File: config.mk
export PLATFORM = sky130hd
export DESIGN_NAME = coin_acceptor_flat
export DESIGN_NICKNAME = d
export VERILOG_FILES = /design/src/rtl/coin_acceptor_if.sv /design/src/rtl/coin_acceptor.sv /design/src/flat_wrapper.sv
export SDC_FILE = /design/constraint.sdc
export NUM_CORES = 1
export LEC_CHECK = 0
export ABC_AREA = 0
export BUFFER_PORTS_ARGS = -buffer_cell sky130_fd_sc_hd__buf_2
export CORE_ASPECT_RATIO = 1.1
export CORE_MARGIN = 10
export CORE_UTILIZATION = 50
export DETAILED_ROUTE_END_ITERATION = 7
export PLACE_DENSITY_LB_ADDON = 0.05
export SYNTH_ARGS = -nofsm -noshare
export SYNTH_HDL_FRONTEND = slang
export SYNTH_SLANG_ARGS = --single-unit
File: constraint.sdc
create_clock -name clk -period 2.1 [get_ports clk]
set_input_delay 0.21 -clock clk [delete_from_list [all_inputs] [get_ports clk]]
set_output_delay 0.21 -clock clk [all_outputs]
set_load 0.05 [all_outputs]
File: src/rtl/coin_acceptor_if.sv
// Coin-mechanism interface: sensor and control inputs, coin pulses and diagnostic outputs.
// The master side drives the sensor and control inputs. The slave side is the acceptor.
interface coin_acceptor_if #(
  parameter int unsigned FIFO_DEPTH = 4
);
  logic                          coin_detect;
  logic [1:0]                    coin_code;
  logic                          accept_en;
  logic                          hold;
  logic                          nickel_in;
  logic                          dime_in;
  logic                          quarter_in;
  logic                          reject;
  logic [$clog2(FIFO_DEPTH):0]   fifo_count;
  logic [7:0]                    coins_accepted;
  logic [7:0]                    coins_rejected;

  modport master (
    output coin_detect, coin_code, accept_en, hold,
    input  nickel_in, dime_in, quarter_in, reject, fifo_count, coins_accepted, coins_rejected
  );

  modport slave (
    input  coin_detect, coin_code, accept_en, hold,
    output nickel_in, dime_in, quarter_in, reject, fifo_count, coins_accepted, coins_rejected
  );
endinterface

File: src/rtl/coin_acceptor.sv
// Coin acceptor front end: syncs and debounces the coin sensor, then classifies each coin.
// Accepted coins are queued in a FIFO and issued as spaced one-cycle pulses.
module coin_acceptor #(
  parameter int unsigned DEBOUNCE_CYCLES = 4,
  parameter int unsigned FIFO_DEPTH      = 4,
  parameter int unsigned GAP_CYCLES      = 1
) (
  input  logic             clk,
  input  logic             reset,
  coin_acceptor_if.slave   bus
);

  localparam int unsigned AW = $clog2(FIFO_DEPTH);
  localparam int unsigned CW = AW + 1;

  localparam logic [1:0] DB_IDLE     = 2'd0;
  localparam logic [1:0] DB_QUAL     = 2'd1;
  localparam logic [1:0] DB_WAIT_LOW = 2'd2;

  localparam logic [1:0] ISS_IDLE  = 2'd0;
  localparam logic [1:0] ISS_PULSE = 2'd1;
  localparam logic [1:0] ISS_GAP   = 2'd2;

  localparam logic [3:0] DB_TARGET = 4'(DEBOUNCE_CYCLES);

  logic          r_sync1, r_det_s;
  logic [1:0]    r_sync_vld;
  logic [1:0]    r_db_state, w_db_state_d;
  logic [3:0]    r_db_cnt, w_db_cnt_d;
  logic          w_capture;

  logic [1:0]    r_mem [FIFO_DEPTH];
  logic [AW-1:0] r_wr_ptr, r_rd_ptr;
  logic [CW-1:0] r_count;
  logic          w_full, w_empty, w_push, w_pop, w_reject;
  logic [1:0]    w_head;

  logic [1:0]    r_iss_state, w_iss_state_d;
  logic [2:0]    r_gap_cnt, w_gap_cnt_d;

  logic          r_nickel, r_dime, r_quarter, r_reject;
  logic [7:0]    r_accepted, r_rejected;

  // r_sync_vld marks when det_s reflects a real post-reset sample, so a coin held
  // across reset release is never mistaken for a new low-to-high transition.
  always_ff @(posedge clk or negedge reset) begin
    if (!reset) begin
      r_sync1    <= 1'b0;
      r_det_s    <= 1'b0;
      r_sync_vld <= 2'b00;
    end else begin
      r_sync1    <= bus.coin_detect;
      r_det_s    <= r_sync1;
      r_sync_vld <= {r_sync_vld[0], 1'b1};
    end
  end

  always_comb begin
    w_db_state_d = r_db_state;
    w_db_cnt_d   = r_db_cnt;
    w_capture    = 1'b0;
    case (r_db_state)
      DB_IDLE: begin
        if (r_det_s) begin
          w_db_cnt_d = 4'd1;
          if (DEBOUNCE_CYCLES == 1) begin
            w_capture    = 1'b1;
            w_db_state_d = DB_WAIT_LOW;
          end else begin
            w_db_state_d = DB_QUAL;
          end
        end
      end
      DB_QUAL: begin
        if (r_det_s) begin
          w_db_cnt_d = r_db_cnt + 4'd1;
          if (w_db_cnt_d == DB_TARGET) begin
            w_capture    = 1'b1;
            w_db_state_d = DB_WAIT_LOW;
          end
        end else begin
          w_db_state_d = DB_IDLE;
        end
      end
      DB_WAIT_LOW: begin
        if (!r_det_s && r_sync_vld[1]) w_db_state_d = DB_IDLE;
      end
      default: w_db_state_d = DB_WAIT_LOW;
    endcase
  end

  always_ff @(posedge clk or negedge reset) begin
    if (!reset) begin
      r_db_state <= DB_WAIT_LOW;
      r_db_cnt   <= 4'd0;
    end else begin
      r_db_state <= w_db_state_d;
      r_db_cnt   <= w_db_cnt_d;
    end
  end

  // Fullness is judged on the pre-edge count, so a same-edge pop cannot make room.
  assign w_full   = (r_count == CW'(FIFO_DEPTH));
  assign w_empty  = (r_count == '0);
  assign w_push   = w_capture && (bus.coin_code != 2'b00) && bus.accept_en && !w_full;
  assign w_reject = w_capture && !w_push;
  assign w_pop    = (r_iss_state == ISS_IDLE) && !w_empty && !bus.hold;
  assign w_head   = r_mem[r_rd_ptr];

  always_ff @(posedge clk or negedge reset) begin
    if (!reset) begin
      for (int unsigned i = 0; i < FIFO_DEPTH; i++) r_mem[i] <= 2'b00;
      r_wr_ptr <= '0;
      r_rd_ptr <= '0;
      r_count  <= '0;
    end else begin
      if (w_push) begin
        r_mem[r_wr_ptr] <= bus.coin_code;
        r_wr_ptr        <= r_wr_ptr + AW'(1);
      end
      if (w_pop) r_rd_ptr <= r_rd_ptr + AW'(1);
      case ({w_push, w_pop})
        2'b10:   r_count <= r_count + CW'(1);
        2'b01:   r_count <= r_count - CW'(1);
        default: r_count <= r_count;
      endcase
    end
  end

  // The IDLE decision cycle is itself one idle cycle, so GAP holds GAP_CYCLES-1 more.
  always_comb begin
    w_iss_state_d = r_iss_state;
    w_gap_cnt_d   = r_gap_cnt;
    case (r_iss_state)
      ISS_IDLE: begin
        if (w_pop) w_iss_state_d = ISS_PULSE;
      end
      ISS_PULSE: begin
        if (GAP_CYCLES <= 1) begin
          w_iss_state_d = ISS_IDLE;
        end else begin
          w_iss_state_d = ISS_GAP;
          w_gap_cnt_d   = 3'(GAP_CYCLES - 1);
        end
      end
      ISS_GAP: begin
        if (r_gap_cnt <= 3'd1) w_iss_state_d = ISS_IDLE;
        else                   w_gap_cnt_d   = r_gap_cnt - 3'd1;
      end
      default: w_iss_state_d = ISS_IDLE;
    endcase
  end

  always_ff @(posedge clk or negedge reset) begin
    if (!reset) begin
      r_iss_state <= ISS_IDLE;
      r_gap_cnt   <= 3'd0;
      r_nickel    <= 1'b0;
      r_dime      <= 1'b0;
      r_quarter   <= 1'b0;
      r_reject    <= 1'b0;
      r_accepted  <= 8'd0;
      r_rejected  <= 8'd0;
    end else begin
      r_iss_state <= w_iss_state_d;
      r_gap_cnt   <= w_gap_cnt_d;
      r_nickel    <= w_pop && (w_head == 2'b01);
      r_dime      <= w_pop && (w_head == 2'b10);
      r_quarter   <= w_pop && (w_head == 2'b11);
      r_reject    <= w_reject;
      if (w_push && (r_accepted != 8'hff))   r_accepted <= r_accepted + 8'd1;
      if (w_reject && (r_rejected != 8'hff)) r_rejected <= r_rejected + 8'd1;
    end
  end

  assign bus.nickel_in      = r_nickel;
  assign bus.dime_in        = r_dime;
  assign bus.quarter_in     = r_quarter;
  assign bus.reject         = r_reject;
  assign bus.fifo_count     = r_count;
  assign bus.coins_accepted = r_accepted;
  assign bus.coins_rejected = r_rejected;

endmodule

File: src/flat_wrapper.sv
// flat-port wrapper written by rule: the top's interface ports become plain ports
module coin_acceptor_flat 
#(
  parameter int unsigned DEBOUNCE_CYCLES = 4,
  parameter int unsigned FIFO_DEPTH      = 4,
  parameter int unsigned GAP_CYCLES      = 1
)
  (clk, reset, bus_coin_detect, bus_coin_code, bus_accept_en, bus_hold, bus_nickel_in, bus_dime_in, bus_quarter_in, bus_reject, bus_fifo_count, bus_coins_accepted, bus_coins_rejected);
  coin_acceptor_if #(.FIFO_DEPTH(FIFO_DEPTH)) bus_i ();
  input  logic clk;
  input  logic reset;
  input wire logic [$bits(bus_i.coin_detect)-1:0] bus_coin_detect;
  input wire logic [$bits(bus_i.coin_code)-1:0] bus_coin_code;
  input wire logic [$bits(bus_i.accept_en)-1:0] bus_accept_en;
  input wire logic [$bits(bus_i.hold)-1:0] bus_hold;
  output wire logic [$bits(bus_i.nickel_in)-1:0] bus_nickel_in;
  output wire logic [$bits(bus_i.dime_in)-1:0] bus_dime_in;
  output wire logic [$bits(bus_i.quarter_in)-1:0] bus_quarter_in;
  output wire logic [$bits(bus_i.reject)-1:0] bus_reject;
  output wire logic [$bits(bus_i.fifo_count)-1:0] bus_fifo_count;
  output wire logic [$bits(bus_i.coins_accepted)-1:0] bus_coins_accepted;
  output wire logic [$bits(bus_i.coins_rejected)-1:0] bus_coins_rejected;
  assign bus_i.coin_detect = bus_coin_detect;
  assign bus_i.coin_code = bus_coin_code;
  assign bus_i.accept_en = bus_accept_en;
  assign bus_i.hold = bus_hold;
  assign bus_nickel_in = bus_i.nickel_in;
  assign bus_dime_in = bus_i.dime_in;
  assign bus_quarter_in = bus_i.quarter_in;
  assign bus_reject = bus_i.reject;
  assign bus_fifo_count = bus_i.fifo_count;
  assign bus_coins_accepted = bus_i.coins_accepted;
  assign bus_coins_rejected = bus_i.coins_rejected;
  coin_acceptor #(.DEBOUNCE_CYCLES(DEBOUNCE_CYCLES), .FIFO_DEPTH(FIFO_DEPTH), .GAP_CYCLES(GAP_CYCLES)) u_core (.clk(clk), .reset(reset), .bus(bus_i));
endmodule
==> results.cfg, run 1 <==
[critical_path]
worst-path-buf-inv = 2
cp-start-kind = flop
cp_cell_sequence = ha_2 -> nor3b_4 -> and4bb_1 -> inv_2 -> ha_4 -> inv_2 -> fa_2 -> xor2_1 -> nor2_1 -> xor2_1
cp_max_fo = 3
crit_slowest_cell = dfrtp_1
crit_type = reg -> reg
end_kind = flop
crit_family = adder cells
critical_path_required_ps = 2320
cp_slowest_stage_delay_ps = 390
crit_arrival_ps = 2230

[global_route]
grtUsageTotal_pct = 12.1
use_met2_pct = 20.8
grtUsageMet3_pct = 3.07
gr-usage-met1_pct = 13.2
grt.overflow.total = 0
grt_antenna_before_repair = 0
grt_pass1_wl_um = 6740
grt_pass1_vias = 1504
grt_max_degree = 39
globalRoute.busiestLayer = met2

[clocking]
cts_tree = built
cts_root_buf = clkbuf_8
cts_sinks = 46
h-tree-depth = 2
clock_path_buffers = 2
cts_buffers = 5
insertion_delay_ps = 300
cts.reportedPaths.clkPinSlew_ps = 80

[sta]
fmax_mhz = 498
hold_violations = 20
period_minus_slack_ps = 2010
setup_viol = 0
rsz0062_at_grt = no
maxSlewViolCount = 0
fin_crit_sh_pct = 95.7
slew_headroom_pct = 46.1
clock_skew_ps = 6.38
tightestPinTransition_ps = 808
hold_ws_ps = -6.51

[synth]
netlist.area_leader.share_pct = 54.0
ys_ff_latch = 46
netlist_top_cells_area = dfrtp_1 (54%), mux2_2 (5.4%), ha_1 (4.8%), xor2_1 (3.8%), xnor2_1 (3.4%)
synth_edf_count = 0
postSynthAreaPerCell_um2 = 12.3
ys_async_sr_fraction_pct = 100
yosysMostFrequentCell = dfrtp_1
synthTopCellsByCount = dfrtp_1 (45), nand2_1 (15), mux2_2 (10)
synth_flop_cell = dfrtp_1
ys_seq_area_share_pct = 55.2
synthCells = 170
syn_nets = 186
syn_area_um2 = 2090
synth_top_area_cell = dfrtp_1
synth.distinct_cells = 37
yosys_warnings = 0

[floorplanning]
die_area_um2 = 7160
ioPinCount = 30
start_util_pct = 52.2
die_width_um = 81.6
core_area_um2 = 3990
die_h_um = 87.7
std_cell_rows = 24

[run_status]
outcome = finished with violations
violations = negative hold slack

[power]
p_leak_nw = 1.29
finalPower_mw = 3.00
vdd_drop_max_v = 0.000640
powerDensity_nw_per_um2 = 1190

[min_path]
hold_class = in -> async

[detailed_routing]
via_per_inst = 5.22
drtAntennaViolNets = 0
wl_um = 3860
dr.pass1.iters = 4
drc = 0
routedWlPerCell_um = 14.5
dr.first_iter.drc_count = 45
vias = 1394

[final_layout]
final_layout_size_suffix_gt1_share_pct = 34.4
diodes = 0
nets = 230
area_delta_synth_final_pct = 20.9
design_area_um2 = 2520

[placed_design]
dp_hpwl_um = 2890
placed_area_um2 = 2340
gp_congestion = 0.813
io_buffer_count = 29

[run]
max-cap-violations = 0
layout by cell type (no fill, tap or decap), types with 3 or more instances in the layout:
cell type and n:
dfrtp_1 42, buf_2 29, nand2_1 15, mux2_2 10, buf_4 10, xor2_1 9, nand3_1 8, xnor2_1 8
nor2_1 7, a21oi_1 6, ha_1 6, inv_1 5, nor3_1 5, nand2b_1 5, clkbuf_8 5, o21ai_0 3
nand4_1 3, dfrtp_2 3
stage by stage:
stage	TNS [ps]	instances	util [%]	setup WS [ps]	hold WS, ps
2_1_floorplan	-245	170	-	-186	-85.6
3_3_place_gp	0	253	58.5	84.3	336
3_5_place_dp	-4.97	253	58.5	-4.97	336
4_1_cts	0	263	62.3	2.31	10.8
5_1_grt	0	267	63.2	15.2	5.91
6_report	0	267	63.2	90.2	-6.51
registers in the layout (all words and copies together), names as in the netlist:
name                       cells
u_core.bus.coins_accepted      8
u_core.bus.coins_rejected      8
u_core.r_mem                   8
u_core.r_db_cnt                4
u_core.bus.fifo_count          3
u_core.r_db_state              2
u_core.r_rd_ptr                2
u_core.r_sync_vld              2
u_core.r_wr_ptr                2
u_core.bus.dime_in             1
u_core.bus.nickel_in           1
u_core.bus.quarter_in          1
u_core.bus.reject              1
u_core.r_det_s                 1
u_core.r_iss_state             1
u_core.r_sync1                 1
report_power, final:
group	internal [mW]	switching, mW
sequential	1.08	0.179
clock	0.476	0.299
combinational	0.409	0.552
total	1.97	1.03
final cells by class:
cell class              count  area, µm²
clock buffers               5       68.8
clock inverters             3       68.8
fillers                   325       1470
inverters                   7       26.3
multi-input cells         115        917
flip-flops and latches     46       1160
well taps                  52       65.1
repair buffers             39        220
timing repair:
action	in CTS	in global routing
pin swaps	0	5
hold buffers	0	0
setup buffers	2	4
setup endpoints to repair	1	1
resized for setup	0	1
logic make-up (layout without fill, tap and decap cells):
| family | Yosys count | after routing | share of synthesized area [%] |
|---|---|---|---|
| flops | 46 | 46 | 55.2 |
| simple gates | 58 | 58 | 15.8 |
| mux | 14 | 14 | 8.76 |
| compound gates | 16 | 16 | 4.92 |
| xor+xnor | 17 | 17 | 7.14 |
| buf+inv | 9 | 54 | 2.16 |
| fa+ha+maj | 9 | 9 | 5.76 |
| other cells | 1 | 1 | 0.180 |
metal layers:
layer	part of all wire [%]	wire, µm	up-vias
li1	-	-	672
met1	41	1600	690
met2	51	1960	25
met3	6.0	232	7
met4	2.0	76	0
met5	0	0	-
path summary, 6_finish.rpt:
path	start	endpoint	slack, ps	depth (start not counted)
min	reset	u_core.r_iss_state[0]$_DFFE_PN0P_	-7	1
min in group clk	bus_coin_detect	u_core.r_sync1$_DFF_PN0_	20	1
max	u_core.r_db_cnt[1]$_DFFE_PN0P_	u_core.bus.fifo_count[2]$_DFFE_PN0P_	90	10
max reg2reg	u_core.r_db_cnt[1]$_DFFE_PN0P_	u_core.bus.fifo_count[2]$_DFFE_PN0P_	90	10
max in group asynchronous	reset	u_core.r_mem[1]$_DFFE_PN0P_	1470	2
min reg2reg	u_core.r_sync1$_DFF_PN0_	u_core.r_det_s$_DFF_PN0_	350	0
(Power assumes the default switching activity.)
==> run 2, diff against run 1 <==
CORE_MARGIN = 2   (was 10)
MAX_ROUTING_LAYER = met4   (was default)
SKIP_LAST_GASP = 1   (was default)
==> run 2 against run 1 <==
  * The flow now finishes without violations
  * Largest cell class unchanged
  * Sequential power about the same
  * Largest power group unchanged
  * Sequential share of layout area increased by 0.30 points
  * First-iteration DRC count is 6.7% higher
  * Register-to-register slack hardly changed
  * Highest routed layer unchanged
  * Via count increased by 0.29%
==> results.cfg, run 2 (synthesis results as in run 1) <==
[clocking]
insertion_delay_ps = 300
cts.reportedPaths.clkPinSlew_ps = 80
cts_root_buf = clkbuf_8
cts_buffers = 5
cts_sinks = 46
h-tree-depth = 2
cts_tree = built
clock_path_buffers = 2

[final_layout]
area_delta_synth_final_pct = 20.2
diodes = 0
nets = 231
final-seq-area_um2 = 1160
design_area_um2 = 2510
final_layout_size_suffix_gt1_share_pct = 33.8
fin_util_pct = 62.8
final_cell_mix = dfrtp_1 (42), buf_2 (29), nand2_1 (15), mux2_2 (10)
stdcell_count = 268
multi_input_area_um2 = 917
fillers = 330
layout_commonest_cell = dfrtp_1

[detailed_routing]
dr.first_iter.drc_count = 48
wl_um = 3540
vias = 1398
dr.pass1.iters = 4
via_per_inst = 5.22
drtAntennaViolNets = 0
drc = 0
routedWlPerCell_um = 13.2

[power]
p_leak_nw = 1.28
vdd_drop_max_v = 0.000551
finalPower_mw = 2.83
powerDensity_nw_per_um2 = 1130

[sta]
fin_ws_ps = 92.9
fmax_mhz = 498
rsz0062_at_grt = yes
setup_viol = 0
clock_skew_ps = 6.03
maxSlewViolCount = 0
fin_crit_sh_pct = 95.6
hold_violations = 0
period_minus_slack_ps = 2010

[critical_path]
crit_path_end = u_core.bus.fifo_count[2]$_DFFE_PN0P_
reg2reg_depth = 10
cp_cell_sequence = ha_2 -> nor3b_4 -> and4bb_1 -> inv_2 -> ha_4 -> inv_2 -> fa_2 -> xor2_1 -> nor2_1 -> xor2_1
cp_slowest_stage_delay_ps = 410
worstReg2RegStart = u_core.r_db_cnt[1]$_DFFE_PN0P_
startpoint = u_core.r_db_cnt[1]$_DFFE_PN0P_
r2r_setup_slack_ps = 90
crit_family = adder cells
reg2reg_to = u_core.bus.fifo_count[2]$_DFFE_PN0P_
crit_arrival_ps = 2230
crit_type = reg -> reg
path_depth = 10
crit_slowest_cell = dfrtp_1
critical_path_required_ps = 2320
worst-path-buf-inv = 2
cp-start-kind = flop
cp_max_fo = 3
end_kind = flop

[floorplanning]
start_util_pct = 52.2
std_cell_rows = 24
die_h_um = 71.7
ioPinCount = 30
die_width_um = 65.6
die_area_um2 = 4700
core_area_um2 = 3990

[placed_design]
gp_congestion = 0.774
io_buffer_count = 29
pre_cts_ws_ps = -11.2
dp_hpwl_um = 2630
placedCellCount = 254
placed_area_um2 = 2340

[global_route]
grt.overflow.total = 0
grt_max_degree = 23
grt_pass1_wl_um = 6270
grtUsageTotal_pct = 18.0
grt_antenna_before_repair = 0
grt_pass1_vias = 1464

[min_path]
hold_class = in -> reg

[run_status]
outcome = completed

[run]
max-cap-violations = 0
## run 2: worst min path at each step
stage / startpoint / to / slack, ps / cells after the start
after floorplan: reset / u_core.bus.coins_accepted[0]$_DFFE_PN0P_ / -90 / 0
after global routing: bus_hold / u_core.r_iss_state[0]$_DFFE_PN0P_ / 80 / 2
after detailed placement: reset / u_core.bus.fifo_count[0]$_DFFE_PN0P_ / 10 / 1
after global placement: reset / u_core.bus.fifo_count[1]$_DFFE_PN0P_ / 10 / 1
final: bus_hold / u_core.r_iss_state[0]$_DFFE_PN0P_ / 100 / 2
after CTS: bus_hold / u_core.r_iss_state[0]$_DFFE_PN0P_ / 80 / 2
## run 2: repair_timing
item                       in CTS  in global routing
pin swaps                       0                  6
hold buffers                    2                  0
gates cloned                    0                  0
hold endpoints to repair       46                  0
resized for setup               0                  1
setup endpoints to repair       1                  1
buffers inserted                1                  3
## run 2: stage by stage
step	hold slack [ps]	setup TNS [ps]
4_1_cts	82.6	0
5_1_grt	84.9	-17.6
6_report	96.8	0
2_1_floorplan	-85.6	-245
3_3_place_gp	10.0	0
3_5_place_dp	11.0	-11.2
## run 2: power by group
part	leakage, nW	switching [mW]	internal [mW]	total (mW)
combinational	0.630	0.539	0.389	0.928
sequential	0.594	0.181	1.08	1.26
clock	0.0579	0.287	0.350	0.637
## run 2: worst reg2reg max path, delay by kind of cell, from the launching register on
| family | cells | cell delay (ps) |
|---|---|---|
| buf+inv | 2 | 110 |
| fa+ha+maj | 3 | 650 |
| xor+xnor | 2 | 290 |
| flops | 1 | 410 |
| simple gates | 3 | 490 |
## run 2: metal layers
| layer | vias to the layer above | part of all wire, % | GRT usage [%] |
|---|---|---|---|
| li1 | 677 | - | - |
| met1 | 680 | 44 | 20.4 |
| met2 | 32 | 50 | 30.8 |
| met3 | 9 | 4.3 | 4.71 |
| met4 | 0 | 1.9 | 6.25 |
| met5 | - | 0 | - |
## run 2: final cells by class
type | count | share of cell area [%]
tap | 52 | 2.60
clock inverter | 3 | 1.60
inverter | 7 | 1.05
clock buffer | 5 | 2.75
sequential | 46 | 46.1
timing repair buffer | 40 | 9.29
multi-input combinational | 115 | 36.6
==> run 3, diff against run 2 <==
CELL_PAD_IN_SITES_DETAIL_PLACEMENT = 1   (was default)
CELL_PAD_IN_SITES_GLOBAL_PLACEMENT = 1   (was default)
CORE_UTILIZATION = 41   (was 50)
==> run 3 against run 2 <==
  * Sequential cell count is the same
  * Combinational power rose by 0.8%
  * Cell area is 1.1% lower
  * Die area is 21% higher
  * Register-to-register slack is essentially flat
  * Global-route usage down 0.91 points
  * Clock power decreased by 13%
  * Critical path depth stayed put
  * Routed wire length up 17%
  * Worst setup slack got worse by 6.2 ps
  * Non-clock buffer count decreased by 3
  * Critical endpoint unchanged
==> results.cfg, run 3 (synthesis results as in run 1) <==
[critical_path]
cp_slowest_stage_delay_ps = 400
cp_cell_sequence = ha_2 -> nor3b_4 -> and4bb_1 -> inv_2 -> ha_4 -> inv_2 -> fa_2 -> xor2_1 -> nor2_1 -> xor2_1
cp-start-kind = flop
crit_type = reg -> reg
critical_path_required_ps = 2310
end_kind = flop
cp_max_fo = 3
crit_family = adder cells
worst-path-buf-inv = 2
crit_arrival_ps = 2220
crit_slowest_cell = dfrtp_1

[detailed_routing]
dr.first_iter.drc_count = 44
wl_um = 4140
drc = 0
routedWlPerCell_um = 15.3
vias = 1419
drtAntennaViolNets = 0
via_per_inst = 5.24
dr.pass1.iters = 4

[final_layout]
final_cell_mix = dfrtp_1 (42), buf_2 (29), nand2_1 (15), mux2_2 (10), xor2_1 (9)
stdcell_count = 271
nets = 228
area_delta_synth_final_pct = 18.8
fillers = 528
layout_commonest_cell = dfrtp_1
diodes = 0
final_layout_size_suffix_gt1_share_pct = 32.9

[power]
p_leak_nw = 1.26
swShare_pct = 37.4
power_frac_clock_pct = 20.1
p_comb_share_pct = 33.8
finalPower_mw = 2.76
powerDensity_nw_per_um2 = 1120
power_frac_seq_pct = 46.1
p_int_mw = 1.73
vdd_drop_max_v = 0.000512
switchingPower_mw = 1.03

[floorplanning]
die_h_um = 78.8
std_cell_rows = 27
die_width_um = 72.0
ioPinCount = 30
die_area_um2 = 5670
start_util_pct = 42.0
core_area_um2 = 4970

[clocking]
cts_buffers = 5
clock_path_buffers = 2
cts.reportedPaths.clkPinSlew_ps = 80
insertion_delay_ps = 300
cts_sinks = 46
h-tree-depth = 2
cts_tree = built
cts_root_buf = clkbuf_8

[global_route]
grt_max_degree = 33
grt.overflow.total = 0
grt_pass1_wl_um = 7350
grtUsageTotal_pct = 17.1
grt_pass1_vias = 1527
grt_antenna_before_repair = 0

[placed_design]
gp_congestion = 0.740
placedCellCount = 258
dp_hpwl_um = 2990
io_buffer_count = 29

[min_path]
hold_class = in -> reg

[sta]
rsz0062_at_grt = yes
setup_viol = 0
period_minus_slack_ps = 2010
fmax_mhz = 497
hold_violations = 0
tightestPinTransition_ps = 708
fin_crit_sh_pct = 95.9
maxSlewViolCount = 0
tns_ps = 0
slew_headroom_pct = 52.8
clock_skew_ps = 10.5

[run_status]
outcome = completed

[run]
max-cap-violations = 0
-- run 3: final cells by class --
type                    count  area (µm²)  share of cell area, %
clock inverters             1        5.00                  0.202
multi-input cells         115         923                   37.3
repair buffers             37         208                   8.38
clock buffers               7        86.3                   3.48
well taps                  58        72.6                   2.93
flip-flops and latches     46        1160                   46.7
inverters                   7        26.3                   1.06
-- run 3: path summary, 6_finish.rpt --
check / slack [ps] / cells after the start / to / start
setup / recovery: 90 / 10 / u_core.bus.fifo_count[2]$_DFFE_PN0P_ / u_core.r_db_cnt[1]$_DFFE_PN0P_
hold / removal: 30 / 1 / u_core.r_sync1$_DFF_PN0_ / bus_coin_detect
setup reg to reg: 90 / 10 / u_core.bus.fifo_count[2]$_DFFE_PN0P_ / u_core.r_db_cnt[1]$_DFFE_PN0P_
hold reg to reg: 360 / 0 / u_core.r_sync_vld[1]$_DFF_PN0_ / u_core.r_sync_vld[0]$_DFF_PN0_
max in group asynchronous: 920 / 3 / u_core.bus.coins_accepted[4]$_DFFE_PN0P_ / reset
min in group asynchronous: 490 / 2 / u_core.bus.quarter_in$_DFF_PN0_ / reset
-- run 3: power groups by stage --
| stage | combinational, mW | clock [mW] | sequential, mW |
|---|---|---|---|
| 2_1_floorplan | 0.454 | 0 | 1.49 |
| 4_1_cts | 0.924 | 0.580 | 1.28 |
| 5_1_grt | 1.04 | 0.613 | 1.31 |
| 3_3_place_gp | 0.849 | 0 | 1.28 |
| 3_5_place_dp | 0.901 | 0 | 1.30 |
| 6_report | 0.935 | 0.555 | 1.28 |
-- run 3: routing by layer --
metal | vias up | wire length, µm | track usage (%)
met4 | 0 | 57 | 5.09
li1 | 672 | - | -
met3 | 6 | 148 | 3.43
met1 | 715 | 1810 | 20.8
met5 | - | 0 | -
met2 | 26 | 2130 | 28.9
-- run 3: timing repair --
item | 4_1_cts | 5_1_grt
endpoints found under the hold margin | 21 | 0
buffers inserted | 1 | 3
gates resized for setup | 0 | 2
setup endpoints to repair | 1 | 1
pin swaps | 0 | 5
cloned | 0 | 0
hold buffers | 1 | 0
-- run 3: metrics by stage --
| stage | hold WS (ps) | setup WS [ps] | utilization (%) | area, µm² |
|---|---|---|---|---|
| after floorplan | -85.6 | -186 | - | 2120 |
| after global placement | 291 | 78.8 | 47.1 | 2340 |
| after detailed placement | 313 | 1.32 | 47.1 | 2340 |
| after CTS | 12.6 | 14.4 | 49.3 | 2450 |
| after global routing | 16.9 | -33.5 | 49.9 | 2480 |
| final | 26.7 | 86.8 | 49.9 | 2480 |
-- run 3: worst register-to-register path, stage by stage, from the launching register on --
cell and delay, ps:
dfrtp_1 400, ha_2 200, nor3b_4 150, and4bb_1 220, inv_2 70, ha_4 130
inv_2 40, fa_2 330, xor2_1 150, nor2_1 110, xor2_1 150
